===== config.mk =====
export PLATFORM = sky130hd
export DESIGN_NAME = fir_mac_scheduler
export DESIGN_NICKNAME = d
export VERILOG_FILES = /design/src/rtl/wavelet_pkg.sv /design/src/rtl/mac_accumulator.sv /design/src/rtl/fir_mac_scheduler.sv
export SDC_FILE = /design/constraint.sdc
export NUM_CORES = 1
export LEC_CHECK = 0
export ABC_AREA = 1
export CAP_MARGIN = 20
export CORE_MARGIN = 3
export CORE_UTILIZATION = 30
export CTS_CLUSTER_DIAMETER = 120
export DETAILED_ROUTE_END_ITERATION = 16
export GPL_TIMING_DRIVEN = 1
export PLACE_DENSITY_LB_ADDON = 0.25
export SLEW_MARGIN = 25
export SYNTH_ARGS = -nofsm -noshare
export SYNTH_HDL_FRONTEND = slang
export SYNTH_SLANG_ARGS = --single-unit

===== constraint.sdc =====
create_clock -name clk -period 11 [get_ports clk]
set_clock_uncertainty 0.2 [all_clocks]
set_input_delay 1.65 -clock clk [delete_from_list [all_inputs] [get_ports clk]]
set_output_delay 1.65 -clock clk [all_outputs]
set_load 0.03 [all_outputs]

===== src/rtl/wavelet_pkg.sv =====
// Shared wavelet filter-bank tables, pipeline tag type and FSM encoding.
// The coefficient ROM, the tap mux and the MAC scheduler all use these tables.
package wavelet_pkg;

    localparam int NUM_FILTERS = 8;
    localparam int TOTAL_MACS  = 324;
    localparam int FID_W       = 3;
    localparam int OUT_BITS    = 8;

    localparam int NUM_TAPS  [NUM_FILTERS] = '{3, 5, 9, 15, 26, 46, 80, 140};
    localparam int COEF_BASE [NUM_FILTERS] = '{0, 3, 8, 17, 32, 58, 104, 184};
    localparam int MAX_BITS  [NUM_FILTERS] = '{16, 16, 16, 17, 18, 19, 19, 20};

    typedef enum logic [1:0] {
        ST_IDLE  = 2'd0,
        ST_ISSUE = 2'd1,
        ST_DRAIN = 2'd2
    } fsm_state_t;

    typedef struct packed {
        logic             valid;
        logic             first;
        logic             last;
        logic [FID_W-1:0] fid;
    } mac_tag_t;

    function automatic logic [7:0] last_tap_idx(input logic [FID_W-1:0] f);
        return 8'(NUM_TAPS[f] - 1);
    endfunction

    // LSB position of the 8-bit output window inside the accumulator
    function automatic logic [4:0] trunc_shift(input logic [FID_W-1:0] f);
        return 5'(MAX_BITS[f] - OUT_BITS);
    endfunction

endpackage


===== src/rtl/mac_accumulator.sv =====
// Signed multiply, load/accumulate and per-channel truncated result write.
// Inputs are the tap/coef data together with the tag aligned to that data.
module mac_accumulator #(
    parameter int BITS_PER_ELEM  = 8,
    parameter int NUM_FILTERS    = 8,
    parameter int SUM_TRUNCATION = 8,
    parameter int ACC_BITS       = 24
) (
    input  logic                                    clk,
    input  logic                                    rst,
    input  logic signed [BITS_PER_ELEM-1:0]         tap,
    input  logic signed [BITS_PER_ELEM-1:0]         coef,
    input  logic                                    valid,
    input  logic                                    first,
    input  logic                                    last,
    input  logic [2:0]                              fid,
    output logic [NUM_FILTERS*SUM_TRUNCATION-1:0]   wavelet
);
    import wavelet_pkg::*;

    localparam int PW = 2 * BITS_PER_ELEM;

    logic signed [PW-1:0]       product;
    logic signed [ACC_BITS-1:0] product_ext;
    logic signed [ACC_BITS-1:0] acc;
    logic signed [ACC_BITS-1:0] acc_next;
    logic [SUM_TRUNCATION-1:0]  trunc;

    assign product     = $signed({{BITS_PER_ELEM{tap[BITS_PER_ELEM-1]}}, tap})
                       * $signed({{BITS_PER_ELEM{coef[BITS_PER_ELEM-1]}}, coef});
    assign product_ext = {{(ACC_BITS-PW){product[PW-1]}}, product};
    assign acc_next    = first ? product_ext : acc + product_ext;
    // the result write uses the sum including the final product
    assign trunc       = acc_next[trunc_shift(fid) +: SUM_TRUNCATION];

    always_ff @(posedge clk) begin
        if (!rst) begin
            acc     <= '0;
            wavelet <= '0;
        end else if (valid) begin
            acc <= acc_next;
            if (last) begin
                for (int f = 0; f < NUM_FILTERS; f++) begin
                    if (int'(fid) == f)
                        wavelet[f*SUM_TRUNCATION +: SUM_TRUNCATION] <= trunc;
                end
            end
        end
    end

endmodule


===== src/rtl/fir_mac_scheduler.sv =====
// Sequences the 8-channel wavelet FIR bank through one shared MAC.
// One tap/coef address pair per cycle; data returns one cycle after its address.
//
//   state    | meaning
//   ST_IDLE  | waiting for i_start_calc, addresses held at 0
//   ST_ISSUE | issuing 324 address pairs back to back
//   ST_DRAIN | last product in flight, waiting for channel 7 write
module fir_mac_scheduler #(
    parameter int BITS_PER_ELEM  = 8,
    parameter int NUM_FILTERS    = 8,
    parameter int SUM_TRUNCATION = 8,
    parameter int ACC_BITS       = 24
) (
    input  logic                                    clk,
    input  logic                                    rst,
    input  logic                                    i_start_calc,
    output logic [10:0]                             o_tap_addr,
    output logic [8:0]                              o_coef_addr,
    input  logic signed [BITS_PER_ELEM-1:0]         i_tap,
    input  logic signed [BITS_PER_ELEM-1:0]         i_coef,
    output logic [NUM_FILTERS*SUM_TRUNCATION-1:0]   o_wavelet,
    output logic                                    o_busy,
    output logic                                    o_done,
    output logic                                    o_overrun
);
    import wavelet_pkg::*;

    fsm_state_t state, state_next;

    logic [2:0] filt;
    logic [7:0] tap_idx;
    logic [8:0] coef_idx;
    mac_tag_t   tag_a, tag_b;

    logic       issue_last_tap, issue_last, final_write;
    logic       nxt_valid;
    logic [2:0] nxt_filt;
    logic [7:0] nxt_tap;
    logic [8:0] nxt_coef;

    assign issue_last_tap = (tap_idx == last_tap_idx(filt));
    assign issue_last     = (coef_idx == 9'(TOTAL_MACS - 1));
    assign final_write    = tag_b.valid && tag_b.last && (tag_b.fid == 3'(NUM_FILTERS - 1));

    always_ff @(posedge clk) begin
        if (!rst) state <= ST_IDLE;
        else      state <= state_next;
    end

    always_comb begin
        state_next = state;
        case (state)
            ST_IDLE:  if (i_start_calc) state_next = ST_ISSUE;
            ST_ISSUE: if (issue_last)   state_next = ST_DRAIN;
            ST_DRAIN: if (final_write)  state_next = ST_IDLE;
            default:                    state_next = ST_IDLE;
        endcase
    end

    // next registered address; all zeros whenever nothing is being issued
    always_comb begin
        nxt_valid = 1'b0;
        nxt_filt  = '0;
        nxt_tap   = '0;
        nxt_coef  = '0;
        o_busy    = (state != ST_IDLE);
        case (state)
            ST_IDLE: nxt_valid = i_start_calc;
            ST_ISSUE: begin
                if (!issue_last) begin
                    nxt_valid = 1'b1;
                    nxt_coef  = coef_idx + 9'd1;
                    if (issue_last_tap) begin
                        nxt_filt = filt + 3'd1;
                    end else begin
                        nxt_filt = filt;
                        nxt_tap  = tap_idx + 8'd1;
                    end
                end
            end
            default: ;
        endcase
    end

    always_ff @(posedge clk) begin
        if (!rst) begin
            filt      <= '0;
            tap_idx   <= '0;
            coef_idx  <= '0;
            tag_a     <= '0;
            tag_b     <= '0;
            o_done    <= 1'b0;
            o_overrun <= 1'b0;
        end else begin
            filt     <= nxt_filt;
            tap_idx  <= nxt_tap;
            coef_idx <= nxt_coef;
            tag_a    <= '{valid: nxt_valid,
                          first: (nxt_tap == 8'd0),
                          last:  (nxt_tap == last_tap_idx(nxt_filt)),
                          fid:   nxt_filt};
            tag_b    <= tag_a;
            o_done   <= final_write;
            if (i_start_calc && state != ST_IDLE)
                o_overrun <= 1'b1;
        end
    end

    assign o_tap_addr  = {3'b000, tap_idx};
    assign o_coef_addr = coef_idx;

    mac_accumulator #(
        .BITS_PER_ELEM  (BITS_PER_ELEM),
        .NUM_FILTERS    (NUM_FILTERS),
        .SUM_TRUNCATION (SUM_TRUNCATION),
        .ACC_BITS       (ACC_BITS)
    ) u_mac (
        .clk     (clk),
        .rst     (rst),
        .tap     (i_tap),
        .coef    (i_coef),
        .valid   (tag_b.valid),
        .first   (tag_b.first),
        .last    (tag_b.last),
        .fid     (tag_b.fid),
        .wavelet (o_wavelet)
    );

endmodule


==> run summary, run 1 <==
1st-iter DRT viols -> 563
clock buffer depth -> 2
Arr. time, crit path -> 8440 ps
DRC Markers -> 0
Post-synth EDFFs -> 0
leading area contributor after synthesis -> dfxtp_1
row count -> 66
most frequent cell after synthesis -> nand2_1
Max FO, Critical Path -> 8
die width -> 190 um
hold buffers post-CTS -> 0
CP max stage cell -> fa_1
sequential area share after synthesis -> 23.5%
Post-Layout Cell Count -> 2086
Startpoint Class -> primary input
Hold Crit Class -> reg2reg
post-synth cell types -> 41
Peak Freq -> 0.120 GHz
TNS Setup -> 0 ps
pin count of the biggest net entering global routing -> 72
Post-Place Setup Slack -> 2240 ps
Starting Density -> 30.9%
final-report max-slew violation count -> 0
Avg WL per Cell -> 13.2 um
vias in the first global route -> 9350
routed vias/inst -> 4.58
Layout Area Growth over Synthesis -> 20.3%
most frequent cells after synthesis -> 386 x nand2_1, 314 x inv_1, 136 x nand3_1
Total GRT Usage -> 15.6%
Nets -> 1773
P_leak -> 0.00633 uW
ANT nets after route -> 0
placed insts -> 2055
post-CTS setup buffer count -> 0
GRT overflow -> 0
# resized after CTS -> 0
Final min period -> 8320 ps
crit-path most repeated cell -> nand2_1
share of cells above drive strength 1 -> 5.47%
antenna violations before repair -> 0
Fin Hold WS -> 210 ps
CTS Buf Count -> 17
CP required -> 11120 ps
CP Class -> in2reg
maximum VDD drop -> 183 uV
Mapped Cells -> 1553
fill cell count -> 3589
fraction of registers with async set/reset -> 0%
Clock Pin Slew Worst Setup and Hold Paths -> 50 ps
Die Y -> 190 um
Via Count -> 9544
Max stage delay on crit path -> 710 ps
FF+latch count, synth -> 120
clk sinks -> 120
Top FF cell, synth -> dfxtp_1
# H-tree levels -> 4
Syn. warnings -> 0
Final Hold Fails -> 0
# IOs -> 106
Mapped Avg Cell Area -> 6.57 um^2
port bufs -> 102
Worst Tran Pin Value -> 878 ps
core area -> 33000 um^2
crit end category -> register
final setup violating endpoints -> 0
Synth top area share -> 23.5%
fin crit share -> 75.6%
CTS tree -> done
outcome -> completed
RSZ-0062 raised after global routing -> no
global-route wire length before repair -> 46.3 mm
WL final -> 27.4 mm
synthesized area -> 10200 um^2
pwr/cell area -> 272 nW/um^2
max_cap viols -> 0
die area -> 36300 um^2
worst setup margin -> 2680 ps
Clock Latency Late Sink -> 430 ps
Synth area leaders -> dfxtp_1 24%, nand2_1 14%, inv_1 12%
Slew headroom -> 41.4%
GPL Wtd Cong -> 0.904
post-detail-place hpwl -> 21.3 mm
Initial DRT Pass Iterations -> 4
Diodes inserted -> 0
CTS root buf -> clkbuf_16
==> metrics by stage <==
stage	power, uW	util (%)	area [um^2]
after floorplan	2140	-	10200
after global placement	2720	35.2	11600
after detailed placement	2720	35.2	11600
after CTS	3370	37.1	12300
after global routing	3710	37.1	12300
final	3340	37.1	12300
==> path summary, 6_finish.rpt <==
kind	from	to	slack [ps]	cells after the start
min reg2reg	tag_a[4]	tag_b[4]	210	2
max reg2reg	u_mac.acc[0]	u_mac.wavelet[0]	7740	13
max	i_coef[2]	u_mac.wavelet[59]	2680	36
min	tag_a[4]	tag_b[4]	210	2
==> critical path, delay by kind of cell <==
kind / cells / cell delay [ps]
simple gates: 22 / 2490
fa+ha+maj: 6 / 3090
buf+inv: 8 / 1200
==> power breakdown <==
part / internal, uW / total [uW] / switching, uW / leakage (uW)
sequential: 450 / 461 / 11.4 / 0.000971
combinational: 707 / 2250 / 1550 / 0.00504
clock: 414 / 623 / 209 / 0.000317
==> kinds of logic (layout without fill, tap and decap cells) <==
logic type / Yosys count / in the layout / share of synthesized area, %
adders and majority gates: 122 / 122 / 19.1
and+or+nand+nor: 744 / 744 / 32.2
other: 1 / 3 / 0.0368
DFF: 120 / 120 / 23.5
AOI/OAI and AO/OA: 166 / 166 / 8.88
buffers and inverters: 376 / 465 / 14.2
xor gates and xnor gates: 24 / 24 / 2.06
==> layer usage <==
layer	global-route usage, %	part of all wire, %	vias to the layer above
li1	-	-	4961
met1	20.6	47	4396
met2	26.2	47	156
met3	3.13	4.3	31
met4	3.73	1.7	0
met5	0	0	-
==> layout make-up <==
| class | count | area, um^2 | area share, % |
|---|---|---|---|
| clock buffers | 20 | 457 | 3.72 |
| clock inverters | 11 | 194 | 1.58 |
| inverters | 322 | 1210 | 9.87 |
| multi-input cells | 1059 | 6360 | 51.9 |
| flip-flops and latches | 120 | 2400 | 19.6 |
| well taps | 442 | 553 | 4.51 |
| repair buffers | 112 | 1090 | 8.89 |
==> cells in the final DEF (no fill, tap or decap), types with 17 or more instances in the layout <==
| master | synthesis | final |
|---|---|---|
| dfxtp_1 | 120 | 120 |
| clkbuf_16 | 0 | 17 |
| nor2_1 | 126 | 125 |
| nand3_1 | 136 | 136 |
| inv_1 | 314 | 314 |
| a21oi_1 | 73 | 73 |
| o211ai_1 | 17 | 17 |
| nand4_1 | 26 | 26 |
| fa_1 | 56 | 56 |
| o21ai_0 | 63 | 63 |
| nand2_2 | 17 | 17 |
| clkdlybuf4s50_1 | 0 | 101 |
| nand2_1 | 386 | 386 |
| ha_1 | 66 | 66 |
==> flip-flops by register name (all words and copies together) (netlist names) <==
| signal | flops |
|---|---|
| o_overrun | 1 |
| tag_a | 6 |
| u_mac.acc | 23 |
| u_mac.wavelet | 64 |
| tag_b | 6 |
| tap_idx | 8 |
| state | 2 |
| o_done | 1 |
| o_coef_addr | 9 |
Power figures use the tool's default switching activity.
==> inputs of run 2 (changes only) <==
==> constraint.sdc (replaced) <==
create_clock -name clk -period 7.3 [get_ports clk]
set_clock_uncertainty 0.2 [all_clocks]
set_input_delay 1.095 -clock clk [delete_from_list [all_inputs] [get_ports clk]]
set_output_delay 1.095 -clock clk [all_outputs]
set_load 0.03 [all_outputs]
==> run 2 against run 1 <==
Critical path depth fell by 3. Highest routed layer unchanged. Die area unchanged. Clock power rose by 19%. Routed wire length rose by 6.0%. Core utilization is 4.2 points higher. Count of clock-buffer cells in the layout is 3 higher.
==> run summary, run 2 (synthesis gave the netlist of run 1 again) <==
outcome -> completed
routed vias/inst -> 4.60
1st-iter DRT viols -> 603
total power -> 6870 uW
DRC Markers -> 0
Avg WL per Cell -> 13.2 um
Diodes inserted -> 0
min-delay src -> tag_a[4]
final-report max-slew violation count -> 0
Hold Crit Class -> reg2reg
clk sinks -> 120
ANT nets after route -> 0
crit end category -> register
Peak Freq -> 0.142 GHz
# IOs -> 106
die width -> 190 um
# H-tree levels -> 4
Max FO, Critical Path -> 5
Arr. time, crit path -> 7120 ps
CTS tree -> done
dpl cell area -> 12400 um^2
CTS Buf Count -> 17
Final Hold Fails -> 0
commonest cells after routing, fill and taps aside -> 354 x nand2_1, 307 x inv_1, 120 x dfxtp_1
P_leak -> 0.00696 uW
post-detail-place hpwl -> 22.2 mm
Layout Area Growth over Synthesis -> 33.7%
pwr/cell area -> 503 nW/um^2
global-route wire length before repair -> 48.7 mm
Final min period -> 7040 ps
Via Count -> 10100
vias in the first global route -> 9951
WL final -> 29.1 mm
core area -> 33000 um^2
Die Y -> 190 um
maximum VDD drop -> 219 uV
max reg flops -> 64
final setup violating endpoints -> 0
Clock Pin Slew Worst Setup and Hold Paths -> 50 ps
CP max stage cell -> fa_1
CTS root buf -> clkbuf_16
pin count of the biggest net entering global routing -> 72
CP required -> 7380 ps
Slew headroom -> 26.5%
fin crit share -> 96.5%
clock buffer depth -> 2
max_cap viols -> 0
Starting Density -> 30.9%
share of cells above drive strength 1 -> 17.6%
hold buffers post-CTS -> 0
Initial DRT Pass Iterations -> 5
row count -> 66
GPL Wtd Cong -> 0.872
most common cell after layout, fill and taps aside -> nand2_1
R2R Path Start -> u_mac.acc[0]
Startpoint Class -> primary input
CP Class -> in2reg
Clock Latency Late Sink -> 420 ps
GRT overflow -> 0
port bufs -> 102
Total GRT Usage -> 16.3%
Reg with most FFs -> u_mac.wavelet
Worst Tran Pin Value -> 1100 ps
Nets -> 1883
antenna violations before repair -> 0
RSZ-0062 raised after global routing -> yes
start point of the critical path -> i_coef[7]
Post-Layout Inst Area -> 13600 um^2
crit-path most repeated cell -> nand2_1
Max stage delay on crit path -> 540 ps
die area -> 36300 um^2
run 2: final timing paths:
| check | end | slack [ps] | cells past startpoint |
|---|---|---|---|
| setup / recovery | u_mac.wavelet[62] | 260 | 33 |
| hold reg to reg | tag_b[4] | 210 | 2 |
| setup reg to reg | u_mac.wavelet[24] | 4030 | 13 |
| hold / removal | tag_b[4] | 210 | 2 |
run 2: worst max-delay path: cells and delay by family:
kind,cells,cell delay (ps)
buffers and inverters,7,930
adder cells (fa/ha/maj),6,2630
AND/OR/NAND/NOR,18,2290
AO/OA/AOI/OAI,2,190
run 2: cell type report:
cell class	count	area, um^2
well taps	442	553
repair buffers	222	1970
fillers	3462	19400
flip-flops and latches	120	2400
clock buffers	23	468
multi-input cells	1059	6990
inverters	322	1220
clock inverters	7	48.8
run 2: repair_timing:
action | 4_1_cts | 5_1_grt
setup buffers | 0 | 9
pin swaps | 1 | 41
setup endpoints to repair | 62 | 69
resized for setup | 14 | 139
run 2: report_power, final:
part	switching, uW	total [uW]	leakage (uW)	internal (uW)
Combinational	3020	5430	0.00574	2410
Sequential	20.7	699	0.000971	678
Clock	296	742	0.000241	446
Total	3340	6870	0.00696	3530
run 2: per-layer routing:
layer / GRT usage [%] / share of wire, %
met5: 0 / 0
met4: 3.61 / 1.5
met3: 3.14 / 4.1
met2: 27.0 / 47
met1: 22.0 / 48
run 2: through the flow:
step	cells	hold WS, ps	setup slack (ps)	util [%]	TNS [ps]
detailed placement	2156	199	-615	37.5	-34010
global route	2195	234	-44.4	41.3	-627
finish	2195	212	258	41.3	0
floorplan	1555	190	493	-	0
CTS	2186	213	0.00222	39.3	0
global placement	2156	199	-677	37.5	-40050
==> inputs of run 3 (changes only) <==
--- a/config.mk
+++ b/config.mk
@@ -5,7 +5,6 @@
 export SDC_FILE = /design/constraint.sdc
 export NUM_CORES = 1
 export LEC_CHECK = 0
-export ABC_AREA = 1
 export CAP_MARGIN = 20
 export CORE_MARGIN = 3
 export CORE_UTILIZATION = 30
==> run 3 against run 2 <==
Non-clock buffer count is 32 higher. Critical path depth down 7. Register-to-register slack worse by 1700 ps. Die area is 4.2% lower. Count of clock-buffer cells in the layout down 4. Routed wire length down 5.7%. Design area is 2.4% lower.
==> run summary, run 3 <==
FF+latch count, synth -> 120
max_cap viols -> 0
CTS root buf -> clkbuf_16
Slew headroom -> 35.1%
Diodes inserted -> 0
routed vias/inst -> 4.79
most frequent cells after synthesis -> 125 x nor2_1, 120 x dfxtp_1, 102 x inv_1
DRC Markers -> 0
commonest cells after routing, fill and taps aside -> 150 x buf_4, 120 x nor2_1, 119 x dfxtp_1
R2R Path End -> tag_a[3]
# H-tree levels -> 4
R2R Path Start -> tag_a[0]
CP Class -> in2reg
Worst Hold End -> tag_b[5]
Arr. time, crit path -> 7300 ps
1st-iter DRT viols -> 496
Initial DRT Pass Iterations -> 5
CP required -> 7400 ps
CTS tree -> done
Mapped Cells -> 1157
max reg flops -> 64
crit end category -> register
Worst Tran Pin Value -> 969 ps
# IOs -> 106
Post-Layout Inst Area -> 13300 um^2
leading area contributor after synthesis -> dfxtp_1
antenna violations before repair -> 0
ANT nets after route -> 0
Clock Latency Late Sink -> 420 ps
min-delay src -> tag_a[5]
synthesized area -> 9760 um^2
clock buffer depth -> 2
post-synth cell types -> 92
fraction of registers with async set/reset -> 0%
core area -> 31800 um^2
FF-to-FF setup slack -> 2330 ps
Top FF cell, synth -> dfxtp_1
Die Y -> 186 um
hold buffers post-CTS -> 0
vias in the first global route -> 8902
final setup violating endpoints -> 0
CTS Buf Count -> 17
fin crit share -> 98.5%
clk sinks -> 120
Syn. warnings -> 0
Starting Density -> 30.7%
Final min period -> 7190 ps
Avg WL per Cell -> 15.0 um
Max FO, Critical Path -> 8
sequential area share after synthesis -> 24.6%
outcome -> completed
r2r worst-path depth -> 17
Via Count -> 8752
global-route wire length before repair -> 46.1 mm
Hold Crit Class -> reg2reg
share of cells above drive strength 1 -> 23.3%
WL final -> 27.4 mm
Final Hold Fails -> 0
Startpoint Class -> primary input
Nets -> 1520
port bufs -> 102
post-detail-place hpwl -> 20.7 mm
Post-synth EDFFs -> 0
Layout Area Growth over Synthesis -> 36.5%
row count -> 65
most common cell after layout, fill and taps aside -> buf_4
dpl cell area -> 12300 um^2
Total GRT Usage -> 15.9%
Clock Pin Slew Worst Setup and Hold Paths -> 60 ps
Synth top area share -> 24.6%
GRT overflow -> 0
Hold Path Cell Cnt -> 1
final-report max-slew violation count -> 0
pin count of the biggest net entering global routing -> 60
RSZ-0062 raised after global routing -> yes
die area -> 34700 um^2
die width -> 186 um
Synth area leaders -> dfxtp_1 25%, fa_1 11%, ha_1 8.5%
Peak Freq -> 0.139 GHz
most frequent cell after synthesis -> nor2_1
Reg with most FFs -> u_mac.wavelet
Mapped Avg Cell Area -> 8.44 um^2
GPL Wtd Cong -> 0.851
==> run 3: layout make-up <==
class	count	area [um^2]
fillers	3192	18500
inverters	103	400
clock inverters	13	220
multi-input cells	883	7180
repair buffers	254	2140
clock buffers	19	433
well taps	435	544
flip-flops and latches	120	2400
==> run 3: per-layer routing <==
layer | up-vias | global-route usage [%] | share of wire, %
li1 | 4471 | - | -
met1 | 4164 | 21.3 | 48
met2 | 103 | 27.6 | 49
met3 | 14 | 2.39 | 2.7
met4 | 0 | 2.88 | 0.99
met5 | - | 0 | 0
==> run 3: logic make-up (layout without fill, tap and decap cells) <==
family / Yosys count / in the layout / synth area share [%]
AND/OR/NAND/NOR: 389 / 389 / 19.6
AO/OA/AOI/OAI: 276 / 276 / 19.8
buffers and inverters: 156 / 389 / 6.92
adder cells (fa/ha/maj): 122 / 122 / 19.9
other: 1 / 3 / 0.0384
multiplexers: 37 / 37 / 4.06
XOR/XNOR: 56 / 56 / 5.02
flip-flops: 120 / 120 / 24.6
==> run 3: timing repair <==
item	4_1_cts	5_1_grt
gates resized for setup	45	108
buffers inserted	5	5
pin swaps	15	18
endpoints found under the setup margin	59	60
==> run 3: worst max-delay path by stage <==
| stage | startpoint | endpoint | slack, ps | cells past startpoint |
|---|---|---|---|---|
| floorplan | i_tap[7] | u_mac.wavelet[39] | -5 | 27 |
| global placement | i_tap[5] | u_mac.wavelet[47] | -810 | 24 |
| detailed placement | i_tap[5] | u_mac.wavelet[55] | -880 | 26 |
| CTS | i_coef[4] | u_mac.wavelet[39] | 0.2 | 28 |
| global route | i_coef[3] | u_mac.wavelet[55] | -160 | 26 |
| finish | i_coef[4] | u_mac.wavelet[39] | 110 | 26 |
==> run 3: critical path, cell delays in order <==
cell and delay (ps):
buf_6 110, buf_6 110, and2_4 150, fa_1 470, inv_1 50, fa_1 470, inv_1 50, fa_1 480
inv_2 40, fa_1 540, inv_2 50, ha_4 260, o211ai_1 90, o21ai_2 170, o211ai_2 140, a32oi_2 260
xnor2_2 180, bufinv_8 270, ha_4 340, nand4_1 150, o41a_1 420, mux2i_2 260, o32ai_2 100, or4_4 540
mux2_4 290, a22o_1 180
==> run 3: through the flow <==
stage | setup WS [ps] | hold WS [ps] | TNS [ps] | cells | utilization [%]
floorplan | -4.64 | 212 | -13.9 | 1159 | -
global route | -157 | 257 | -634 | 1827 | 41.9
detailed placement | -883 | 230 | -40550 | 1785 | 38.6
global placement | -808 | 217 | -38290 | 1785 | 38.6
CTS | 0.241 | 239 | 0 | 1822 | 41.2
finish | 107 | 237 | 0 | 1827 | 41.9
Power of run 3 is not shown: default switching activity piles up to over one toggle a cycle in this logic, so the estimate is an artifact.
